==> src/rtl/serial_word_deserializer_if.sv <==
// serial_word_deserializer_if
//   Bundles the serial input and the valid/ready parallel output of the
//   serial word deserializer.
//   Signals:
//     sin_valid      serial bit qualifier
//     sin_bit        serial data bit
//     out_valid      held word available
//     out_ready      consumer accepts word
//     out_data       assembled N-bit word
//     out_parity_err parity status, valid with out_valid
//   Modports:
//     master  the deserializer (consumes serial bits, drives the word output)
//     slave   the environment (drives serial bits, consumes words)
interface serial_word_deserializer_if #(
    parameter int N = 8
);
    logic         sin_valid;
    logic         sin_bit;
    logic         out_valid;
    logic         out_ready;
    logic [N-1:0] out_data;
    logic         out_parity_err;

    modport master (
        input  sin_valid,
        input  sin_bit,
        input  out_ready,
        output out_valid,
        output out_data,
        output out_parity_err
    );

    modport slave (
        output sin_valid,
        output sin_bit,
        output out_ready,
        input  out_valid,
        input  out_data,
        input  out_parity_err
    );
endinterface

==> src/rtl/serial_word_deserializer.sv <==
// serial_word_deserializer
//   Receive end of the serial word link. Collects a bit stream into N-bit
//   words (LSB-first or MSB-first) and presents each word through a single
//   holding register on a valid/ready output.
//   Optional feature macro: PARITY_CHECK_EN -- when defined, each frame
//   carries one extra even-parity bit after the data bits and
//   out_parity_err reports ^{data, parity_bit}; otherwise out_parity_err is 0.
//   Ports:
//     clk      in   rising-edge clock
//     reset_n  in   synchronous reset, active-low (priority over clear)
//     enable   in   1 = accept serial bits, 0 = freeze frame assembly
//     clear    in   synchronous clear: abort frame, drop held word
//     dir      in   0 = LSB-first (bit enters MSB), 1 = MSB-first (bit enters LSB)
//     bus      master modport: sin_valid/sin_bit in, out_valid/out_ready/
//              out_data/out_parity_err handshake out
//     overrun  out  one-cycle pulse when a completed word is dropped
//     busy     out  frame in progress
module serial_word_deserializer #(
    parameter int N = 8
) (
    input  logic                       clk,
    input  logic                       reset_n,
    input  logic                       enable,
    input  logic                       clear,
    input  logic                       dir,
    serial_word_deserializer_if.master bus,
    output logic                       overrun,
    output logic                       busy
);
    localparam int CW = $clog2(N + 1);
    localparam logic [CW-1:0] LAST_CNT = CW'(N - 1);

    localparam logic [1:0] ST_IDLE  = 2'd0;
    localparam logic [1:0] ST_SHIFT = 2'd1;
`ifdef PARITY_CHECK_EN
    localparam logic [1:0] ST_PAR   = 2'd2;
`endif

    logic [1:0]    state_q, state_nxt;
    logic [CW-1:0] cnt_q, cnt_nxt;
    logic [N-1:0]  sreg_q, sreg_nxt, sreg_shift;
    logic          dir_q;
    logic          shift_dir;
    logic          bit_acc;
    logic          complete;
    logic [N-1:0]  word;
    logic          perr_new;
    logic          valid_q;
    logic [N-1:0]  data_q;
    logic          perr_q;
    logic          overrun_q;

    always_comb begin
        bit_acc    = enable & bus.sin_valid;
        // Direction is captured with the first bit; later bits use the held copy.
        shift_dir  = (state_q == ST_IDLE) ? dir : dir_q;
        sreg_shift = shift_dir ? {sreg_q[N-2:0], bus.sin_bit}
                               : {bus.sin_bit, sreg_q[N-1:1]};
        state_nxt  = state_q;
        cnt_nxt    = cnt_q;
        sreg_nxt   = sreg_q;
        complete   = 1'b0;
        word       = sreg_shift;
        perr_new   = 1'b0;

        case (state_q)
            ST_IDLE: begin
                if (bit_acc) begin
                    sreg_nxt  = sreg_shift;
                    cnt_nxt   = CW'(1);
                    state_nxt = ST_SHIFT;
                end
            end
            ST_SHIFT: begin
                if (bit_acc) begin
                    sreg_nxt = sreg_shift;
                    if (cnt_q == LAST_CNT) begin
                        cnt_nxt = '0;
`ifdef PARITY_CHECK_EN
                        state_nxt = ST_PAR;
`else
                        state_nxt = ST_IDLE;
                        complete  = 1'b1;
`endif
                    end else begin
                        cnt_nxt = cnt_q + 1'b1;
                    end
                end
            end
`ifdef PARITY_CHECK_EN
            ST_PAR: begin
                // Parity bit is not shifted in; the data word is already complete.
                if (bit_acc) begin
                    complete  = 1'b1;
                    word      = sreg_q;
                    perr_new  = ^{sreg_q, bus.sin_bit};
                    state_nxt = ST_IDLE;
                end
            end
`endif
            default: begin
                state_nxt = ST_IDLE;
                cnt_nxt   = '0;
            end
        endcase
    end

    always_ff @(posedge clk) begin
        if (!reset_n || clear) begin
            state_q   <= ST_IDLE;
            cnt_q     <= '0;
            sreg_q    <= '0;
            dir_q     <= 1'b0;
            valid_q   <= 1'b0;
            data_q    <= '0;
            perr_q    <= 1'b0;
            overrun_q <= 1'b0;
        end else begin
            state_q   <= state_nxt;
            cnt_q     <= cnt_nxt;
            sreg_q    <= sreg_nxt;
            overrun_q <= 1'b0;
            if (state_q == ST_IDLE && bit_acc) begin
                dir_q <= dir;
            end
            // Single holding register: a completing word is taken only if the
            // register is empty or is being emptied on this same edge.
            if (complete) begin
                if (!valid_q || bus.out_ready) begin
                    data_q  <= word;
                    perr_q  <= perr_new;
                    valid_q <= 1'b1;
                end else begin
                    overrun_q <= 1'b1;
                end
            end else if (valid_q && bus.out_ready) begin
                valid_q <= 1'b0;
            end
        end
    end

    assign bus.out_valid      = valid_q;
    assign bus.out_data       = data_q;
    assign bus.out_parity_err = perr_q;
    assign overrun            = overrun_q;
    assign busy               = (state_q != ST_IDLE);
endmodule
==> src/flat_wrapper.sv <==
// flat-port wrapper written by rule: the top's interface ports become plain ports
module serial_word_deserializer_flat 
#(
    parameter int N = 8
)
  (clk, reset_n, enable, clear, dir, overrun, busy, bus_sin_valid, bus_sin_bit, bus_out_ready, bus_out_valid, bus_out_data, bus_out_parity_err);
  serial_word_deserializer_if #(.N(N)) bus_i ();
  input  logic clk;
  input  logic reset_n;
  input  logic enable;
  input  logic clear;
  input  logic dir;
  output logic overrun;
  output logic busy;
  input wire logic [$bits(bus_i.sin_valid)-1:0] bus_sin_valid;
  input wire logic [$bits(bus_i.sin_bit)-1:0] bus_sin_bit;
  input wire logic [$bits(bus_i.out_ready)-1:0] bus_out_ready;
  output wire logic [$bits(bus_i.out_valid)-1:0] bus_out_valid;
  output wire logic [$bits(bus_i.out_data)-1:0] bus_out_data;
  output wire logic [$bits(bus_i.out_parity_err)-1:0] bus_out_parity_err;
  assign bus_i.sin_valid = bus_sin_valid;
  assign bus_i.sin_bit = bus_sin_bit;
  assign bus_i.out_ready = bus_out_ready;
  assign bus_out_valid = bus_i.out_valid;
  assign bus_out_data = bus_i.out_data;
  assign bus_out_parity_err = bus_i.out_parity_err;
  serial_word_deserializer #(.N(N)) u_core (.clk(clk), .reset_n(reset_n), .enable(enable), .clear(clear), .dir(dir), .bus(bus_i), .overrun(overrun), .busy(busy));
endmodule
==> config.mk <==
export PLATFORM = sky130hd
export DESIGN_NAME = serial_word_deserializer_flat
export DESIGN_NICKNAME = d
export VERILOG_FILES = /design/src/rtl/serial_word_deserializer_if.sv /design/src/rtl/serial_word_deserializer.sv /design/src/flat_wrapper.sv
export SDC_FILE = /design/constraint.sdc
export NUM_CORES = 1
export LEC_CHECK = 0
export BUFFER_PORTS_ARGS = -buffer_cell sky130_fd_sc_hd__buf_2
export CAP_MARGIN = 15
export CORE_MARGIN = 4
export CORE_UTILIZATION = 45
export DETAILED_ROUTE_END_ITERATION = 8
export GPL_ROUTABILITY_DRIVEN = 1
export PLACE_DENSITY = 0.67
export RECOVER_POWER = 25
export SETUP_SLACK_MARGIN = 0.3
export SYNTH_ARGS = -nofsm -noshare
export SYNTH_HDL_FRONTEND = slang
export SYNTH_SLANG_ARGS = --single-unit
==> constraint.sdc <==
create_clock -name clk -period 1.85 [get_ports clk]
set_input_delay 0.0925 -clock clk [delete_from_list [all_inputs] [get_ports clk]]
set_output_delay 0.0925 -clock clk [all_outputs]
set_load 0.1 [all_outputs]
After elaboration in Yosys (flattened, before gate mapping)
Index checks and enable logic that the tools add are counted.
- memories: 0
- output and inout port bits: 12
- ROM bits: 0
- memory bits (writable): 0
- flip-flop bits (word level): 25
- bits of input ports: 8
- latch bits: 0
- equal/unequal tests: 6
- reductions and logical operators: 16
- $add $sub $neg: 1
- shifts and indexed selects: 0
- order comparisons: 0
- bitwise gates (word level): 2
- div/mod/pow operators: 0
- muxes and demuxes: 17
- multipliers: 0
- operator list (operator ; number):
    $mux W4 ; 3
    $mux W1 ; 8
    $mux W8 ; 1
    $pmux W4 S2 ; 1
    $reduce_and A2 Y1 ; 4
    $mux W2 ; 3
    $ne A2 B1 Y1 const B ; 3
    $add A4 B1 Y4 const B ; 1
    $eq A4 B3 Y1 const B ; 1
    $pmux W2 S2 ; 1
    $reduce_bool A2 Y1 ; 2
    $reduce_or A2 Y1 ; 2
    $reduce_and A3 Y1 ; 1
    $eq A2 B1 Y1 const B ; 1
    $logic_and A1 B1 Y1 ; 2
    $logic_not A1 Y1 ; 2
    $logic_not A2 Y1 ; 1
    $logic_or A1 B1 Y1 ; 2
    $ne A2 B2 Y1 const B ; 1
    $and A1 B1 Y1 ; 1
    $not A1 Y1 ; 1

Depth between registers and ports, before layout
Gate-level depths: netlist of the first run.
- depth in word-level cells: 6
- depth in mapped cells: 5

Worst setup path before layout of the first run
OpenSTA, ideal clock, no wires.
- kind: flip-flop to flip-flop
- start: reg u_core.state_q[0]
- end: reg u_core.data_q[7], in the netlist u_core.bus.out_data[7]
- slack: -223 ps
- arrival time: 1934 ps
- required time: 1711 ps
- clock period less this slack: 2073 ps
- stages on the path, launching flop included: 5
- path through: dfxtp_1 -> buf_6 -> mux2i_4 -> mux2i_1 -> a211oi_2
- longest elaborated chain between the ends: 3
- elaborated cells on any way between the ends: 6
- those cells by class: 1 x eq/ne; 3 x mux; 2 x reduce/logical
- ends and longest elaborated chain (element ; RTL line ; RTL):
    start: declaration ; serial_word_deserializer.sv:39 ; logic [1:0] state_q, state_nxt;
    start signal: assignment ; serial_word_deserializer.sv:119 ; state_q <= state_nxt;
    $eq A2 B1 Y1 / $logic_not A2 Y1 (equally long branches) ; serial_word_deserializer.sv:66, serial_word_deserializer.sv:56 ;
    $mux W1, on equally long branches ; serial_word_deserializer.sv:66, serial_word_deserializer.sv:56 ;
    $reduce_and A2 Y1 (no source line) / $mux W8 (equally long branches) ; n/a ;
    end signal: assignment ; serial_word_deserializer.sv:130 ; data_q <= word;
    end: declaration ; serial_word_deserializer.sv:49 ; logic [N-1:0] data_q;
Parallel ways exist; a longest one is shown, timed or not.
A chain may end at the register's enable or synchronous reset.

Worst setup path after layout of the first run
- start: reg u_core.state_q[0]
- end: reg u_core.sreg_q[0]
- longest elaborated chain between the ends: 3
- elaborated cells on any way between the ends: 6
- those cells by class: 1 x eq/ne; 2 x mux; 3 x reduce/logical
- ends and longest elaborated chain (element ; RTL line ; RTL):
    $eq A2 B1 Y1 / $logic_not A2 Y1 (equally long branches) ; serial_word_deserializer.sv:66, serial_word_deserializer.sv:56 ;
    $reduce_or A2 Y1 (no source line) / $mux W1 (equally long branches) ; n/a ;
    $reduce_and A2 Y1 (no source line) / $mux W8 (equally long branches) ; n/a ;
    end signal: assignment ; serial_word_deserializer.sv:121 ; sreg_q <= sreg_nxt;
    end: declaration ; serial_word_deserializer.sv:41 ; logic [N-1:0] sreg_q, sreg_nxt, sreg_shift;
Parallel ways exist; a longest one is shown, timed or not.

==> results of run 1 <==
cell usage in the layout, fill, tap and decap left out, drive strengths merged, types with 2 or more instances in the layout:
master  netlist  layout
buf           4      16
nor2b         2       2
nand2         3       3
a21oi        14      14
nand2b        2       2
mux2i         9       9
a31oi        10      10
nand3         2       2
o21ai        12      12
dfxtp        24      24
a211oi        8       8
clkbuf        6       9
and2          2       2
power groups by stage:
stage	clock network, W	logic [W]	registers (W)
CTS	0.000287	0.0000758	0.000531
global placement	0	0.0000741	0.000542
floorplan	0	0.0000565	0.000544
detailed placement	0	0.0000755	0.000542
global route	0.000319	0.0000844	0.000533
finish	0.000281	0.0000765	0.000531
synth_stat cells (2+ instances only):
cell type / n
a211oi_2: 8
a21oi_1: 14
a31oi_1: 10
and2_1: 2
buf_2: 2
clkbuf_1: 6
dfxtp_1: 24
mux2i_1: 8
nand2_1: 3
nand2b_1: 2
nand3_1: 2
nor2b_1: 2
o21ai_0: 12
area by class of cell:
type	instances	area, µm²
Timing Repair Buffer	21	111
Multi-Input combinational cell	73	533
Clock buffer	4	36.3
Fill cell	223	1030
Sequential cell	24	485
Tap cell	28	35.0
cell families (layout without fill, tap and decap cells):
family / count (synthesis) / in the layout / share of synthesized area [%]
buf+inv: 10 / 25 / 4.86
other cells: 1 / 1 / 0.355
mux: 9 / 9 / 9.72
flops: 24 / 24 / 45.5
simple gates: 17 / 17 / 9.95
fa+ha+maj: 1 / 1 / 1.18
compound gates: 45 / 45 / 28.4
layer usage:
metal | up-vias | track usage (%) | part of all wire, %
li1 | 426 | - | -
met1 | 398 | 19.2 | 45
met2 | 15 | 26.2 | 49
met3 | 2 | 4.83 | 4.3
met4 | 0 | 3.73 | 0.84
met5 | - | 0 | 0
per-stage QoR:
stage | instance area, µm² | hold WS, ns | worst slack, ns | total power (W) | cells
after floorplan | 1060 | 0.255 | 0.263 | 0.000601 | 107
after global placement | 1160 | 0.409 | 0.369 | 0.000616 | 146
after detailed placement | 1160 | 0.413 | 0.324 | 0.000617 | 146
after CTS | 1190 | 0.0646 | 0.302 | 0.000894 | 150
after global routing | 1200 | 0.0564 | 0.283 | 0.000936 | 150
final | 1200 | 0.0721 | 0.370 | 0.000888 | 150
sequential cells by signal (all words and copies together), names as in the netlist:
signal and flops:
u_core.bus.out_data 8, u_core.bus.out_valid 1, u_core.cnt_q 4, u_core.dir_q 1
u_core.overrun 1, u_core.sreg_q 8, u_core.state_q 1
worst reg2reg max path: cells and delay by family (launching register included):
| kind | cells | cell delay, ns |
|---|---|---|
| DFF | 1 | 0.44 |
| muxes | 2 | 0.81 |
| AOI/OAI and AO/OA | 1 | 0.11 |
how the worst max path moves through the flow:
stage,to,slack [ns],depth (start not counted)
after CTS,u_core.bus.out_data[6],0.30,3
after global routing,u_core.bus.out_data[6],0.28,3
after detailed placement,u_core.bus.out_data[6],0.32,3
after floorplan,u_core.bus.out_data[7],0.26,4
final,u_core.sreg_q[0],0.37,3
after global placement,u_core.bus.out_data[6],0.37,3
timing repair:
action	CTS	global route
setup endpoints to repair	0	10
resized for setup	0	3
buffers inserted	0	0
==> run_results.csv, run 1 <==
group,metric,value,unit
synth,yosys_most_used_dff,"dfxtp_1",
synth,ys_seq_area_share,45.5,%
synth,syn_area_per_cell,9.87,µm²
routing,routed_wl,2260,µm
synth,yosysTopAreaCell,"dfxtp_1",
run,maxCapViolCount,0,
floorplanning,die_w,56.4,µm
synth,synthesis.area,1060,µm²
hold_path,min_path_cells,3,
sta,finalCritPeriodShare,80.0,%
floorplanning,core_area,2230,µm²
floorplanning,die_area,3190,µm²
sta,setup_violations,0,
power,p_sw,0.000220,W
power,p_per_area,740,nW/µm²
synth,synth-warning-count,0,
power,power_frac_seq,59.8,%
setup_path,crit_chain,"mux2i_4 -> mux2i_1 -> a21oi_1",
synth,yosysTopAreaCellShare,45.5,%
placement,port_buffers,18,
setup_path,reg2regPathDepth,3,
power,p_leak,0.444,nW
final_layout,utilization,53.8,%
synth,syn-num-nets,116,
setup_path,cp_max_fo,11,
power,internal_power,0.000668,W
cts,clkTransAtPathRegs,0.13,ns
global_route,grt_antenna_before_repair,0,
sta,min_period,1.48,ns
floorplanning,ioPinCount,20,
final_layout,layout-drive-gt1-share,31.1,%
power,pwr-share-comb,8.6,%
setup_path,startpoint_type,"register",
synth,ys_ff_latch,24,
cts,cts_tree,"built",
floorplanning,num_rows,17,
final_layout,diodes,0,
synth,synth_cells,107,
cts,clockRootBuffer,"clkbuf_4",
synth,synth_cell_types,25,
sta,finClkSkew,0.00429,ns
setup_path,crit_type,"reg -> reg",
cts,htree_levels,1,
setup_path,cp-end-kind,"register",
global_route,overflow,0,
hold_path,worstHoldStart,"dir",
routing,vias,841,
placement,routabilityCongestion,0.742,
setup_path,cp_top_family,"multiplexers",
routing,drt_iter0_drc,19,
cts,cts_buffer_depth,2,
final_layout,syn2layout_area_growth,13.7,%
setup_path,cp.arrival,1.67,ns
setup_path,slowest_delay,0.45,ns
final_layout,fin_nets,132,
hold_path,holdPathEnd,"u_core.dir_q",
global_route,grt_pass1_vias,835,
global_route,grt_use_total,15.6,%
setup_path,crit_required,2.04,ns
setup_path,reg2reg_to,"u_core.sreg_q[0]",
routing,first_pass_iters,4,
setup_path,slowest_stage,"mux2i_4",
cts,clock_latency,0.32,ns
sta,max_freq,676,MHz
global_route,grt_pass1_wl,3940,µm
sta,rsz0062_at_grt,"true",
sta,slew_headroom,38.6,%
sta,setup_total_negative_slack,0,ns
routing,drc,0,
sta,tightestPinTransition,0.921,ns
synth,synth.area.top_cells,"dfxtp_1, a211oi_2, mux2i_1, a21oi_1, a31oi_1",
synth,async_flop_share,0,%
routing,avgRoutedWirePerCell,15.1,µm
power,max-vdd-ir-drop,0.793,mV
floorplanning,die_y,56.4,µm
power,switching_share,24.8,%
floorplanning,start_util,47.3,%
routing,vias_per_cell,5.61,
setup_path,r2r_slack,0.37,ns
cts,clock_sinks,24,
outcome,status,"finished clean",
synth,synth_edf_count,0,
hold_path,hold_path_class,"in -> reg",
setup_path,worst_r2r_startpoint,"u_core.state_q[0]",
cts,hold_buffers,0,
placement,hpwl,1630,µm
cts,cts_buffers,3,
routing,postRouteAntennaNets,0,
setup_path,startpoint,"u_core.state_q[0]",
sta,slew_viol_final,0,
sta,final_hold_viol_count,0,
global_route,grt_max_degree,23,
setup_path,path_buf_inv,0,
power,clkPwrFrac,31.6,%
Note: power is estimated with default switching activity, not from simulation.
==> inputs of run 2 (changes only) <==
==> constraint.sdc (replaced) <==
create_clock -name clk -period 1.5 [get_ports clk]
set_input_delay 0.075 -clock clk [delete_from_list [all_inputs] [get_ports clk]]
set_output_delay 0.075 -clock clk [all_outputs]
set_load 0.1 [all_outputs]
==> run 2 against run 1 <==
Compared with the run above: power up 27%; count of clock-buffer cells in the layout is the same; combinational power rose by 71%; wire length is 4.2% higher; worst setup slack worse by 0.22 ns; worst hold slack got worse by 0.018 ns; first-iteration DRC count fell by 32%; global-route usage fell by 0.38 points; final cell count up 3.3%; sequential share of layout area decreased by 5.1 points; largest cell class unchanged.
==> run_results.csv, run 2 (synthesis results as in run 1) <==
group,metric,value,unit
outcome,status,"finished clean",
sta,final_hold_viol_count,0,
run,maxCapViolCount,0,
setup_path,cp-end-kind,"register",
sta,finalCritPeriodShare,89.8,%
final_layout,n_fill_cell,202,
final_layout,diodes,0,
sta,slew_headroom,52.4,%
cts,clockRootBuffer,"clkbuf_4",
power,p_per_area,821,nW/µm²
routing,avgRoutedWirePerCell,15.2,µm
setup_path,reg2regPathDepth,4,
routing,drc,0,
floorplanning,die_area,3190,µm²
placement,routabilityCongestion,0.764,
final_layout,mostFrequentLayoutCells,"dfxtp_1, o21ai_0, a21oi_1",
setup_path,worstSetupEndpoint,"u_core.bus.out_data[5]",
setup_path,reg2reg_to,"u_core.bus.out_data[5]",
sta,slew_viol_final,0,
routing,drt_iter0_drc,13,
cts,cts_tree,"built",
floorplanning,num_rows,17,
setup_path,crit_chain,"mux2i_4 -> buf_12 -> mux2i_2 -> a211oi_2",
global_route,grt_antenna_before_repair,0,
setup_path,crit_type,"reg -> reg",
final_layout,fin_nets,137,
placement,pre_cts_ws,0.00976,ns
final_layout,layout-drive-gt1-share,44.9,%
setup_path,startpoint,"u_core.state_q[0]",
sta,setup_violations,0,
placement,dp.cells,148,
floorplanning,die_y,56.4,µm
final_layout,regArea,485,µm²
routing,routed_wl,2360,µm
cts,clock_sinks,24,
cts,cts_buffers,3,
global_route,grt_pass1_wl,3840,µm
setup_path,slowest_delay,0.41,ns
placement,hpwl,1580,µm
global_route,grt_max_degree,23,
setup_path,cp_max_fo,8,
final_layout,final_common_cell,"dfxtp_1",
setup_path,slowest_stage,"dfxtp_4",
global_route,overflow,0,
sta,min_period,1.35,ns
routing,vias_per_cell,5.81,
floorplanning,start_util,47.3,%
routing,vias,901,
final_layout,multiInputGateArea,644,µm²
setup_path,startpoint_type,"register",
cts,clock_latency,0.32,ns
floorplanning,ioPinCount,20,
placement,port_buffers,18,
global_route,grt_use_total,15.2,%
floorplanning,core_area,2230,µm²
power,max-vdd-ir-drop,0.524,mV
cts,cts_buffer_depth,2,
setup_path,cp.arrival,1.53,ns
hold_path,hold_path_class,"in -> reg",
routing,first_pass_iters,4,
global_route,grt_pass1_vias,815,
final_layout,syn2layout_area_growth,30.2,%
sta,setup_ws,0.152,ns
final_layout,stdcell_count,155,
routing,postRouteAntennaNets,0,
setup_path,crit_required,1.68,ns
power,p_leak,0.457,nW
setup_path,worst_r2r_startpoint,"u_core.state_q[0]",
sta,tightestPinTransition,0.715,ns
sta,max_freq,742,MHz
setup_path,r2r_slack,0.15,ns
sta,finClkSkew,0.00707,ns
cts,clkTransAtPathRegs,0.13,ns
sta,rsz0062_at_grt,"true",
floorplanning,die_w,56.4,µm
cts,hold_buffers,0,
cts,htree_levels,1,
==> run 2: worst min-delay path by stage <==
| stage | from | end | cells after the start |
|---|---|---|---|
| 2_1_floorplan | dir | u_core.dir_q | 2 |
| 3_3_place_gp | dir | u_core.dir_q | 3 |
| 3_5_place_dp | dir | u_core.dir_q | 3 |
| 4_1_cts | dir | u_core.dir_q | 3 |
| 5_1_grt | dir | u_core.dir_q | 3 |
| 6_report | dir | u_core.dir_q | 3 |
==> run 2: area by class of cell <==
cell class,instances,share of cell area [%]
multi-input combinational,73,46.9
sequential,24,35.3
timing repair buffer,26,12.6
clock buffer,4,2.64
tap,28,2.55
==> run 2: metrics by stage <==
step | total power, W | TNS, ns | utilization [%] | hold slack (ns) | area [µm²]
after global placement | 0.000764 | 0 | 52.8 | 0.379 | 1180
after floorplan | 0.000742 | -1.25 | - | 0.237 | 1070
after global routing | 0.00117 | 0 | 61.6 | 0.0474 | 1380
after detailed placement | 0.000766 | 0 | 52.8 | 0.390 | 1180
final | 0.00113 | 0 | 61.6 | 0.0543 | 1380
after CTS | 0.00113 | 0 | 59.4 | 0.0485 | 1330
==> run 2: critical path: cells and delay by family (launching register included) <==
family | cells | cell delay (ns)
compound gates | 1 | 0.09
buf+inv | 1 | 0.18
flops | 1 | 0.41
mux | 2 | 0.52
==> run 2: report_power, final <==
group	total, W	internal (W)	switching, W	leakage [nW]
Sequential	0.000657	0.000645	0.0000120	0.195
Combinational	0.000131	0.0000535	0.0000776	0.240
Clock	0.000341	0.000148	0.000192	0.0210
==> run 2: metal layers <==
metal	vias up	routed length, µm	GRT usage [%]
li1	436	-	-
met1	434	1080	21.0
met2	24	1110	23.3
met3	7	109	2.53
met4	0	48	6.10
met5	-	0	0
==> run 2: repair_timing <==
item | CTS | global route
hold endpoints to repair | 0 | 0
setup endpoints to repair | 18 | 28
pin swaps | 1 | 2
setup buffers | 3 | 0
gates resized for setup | 15 | 17
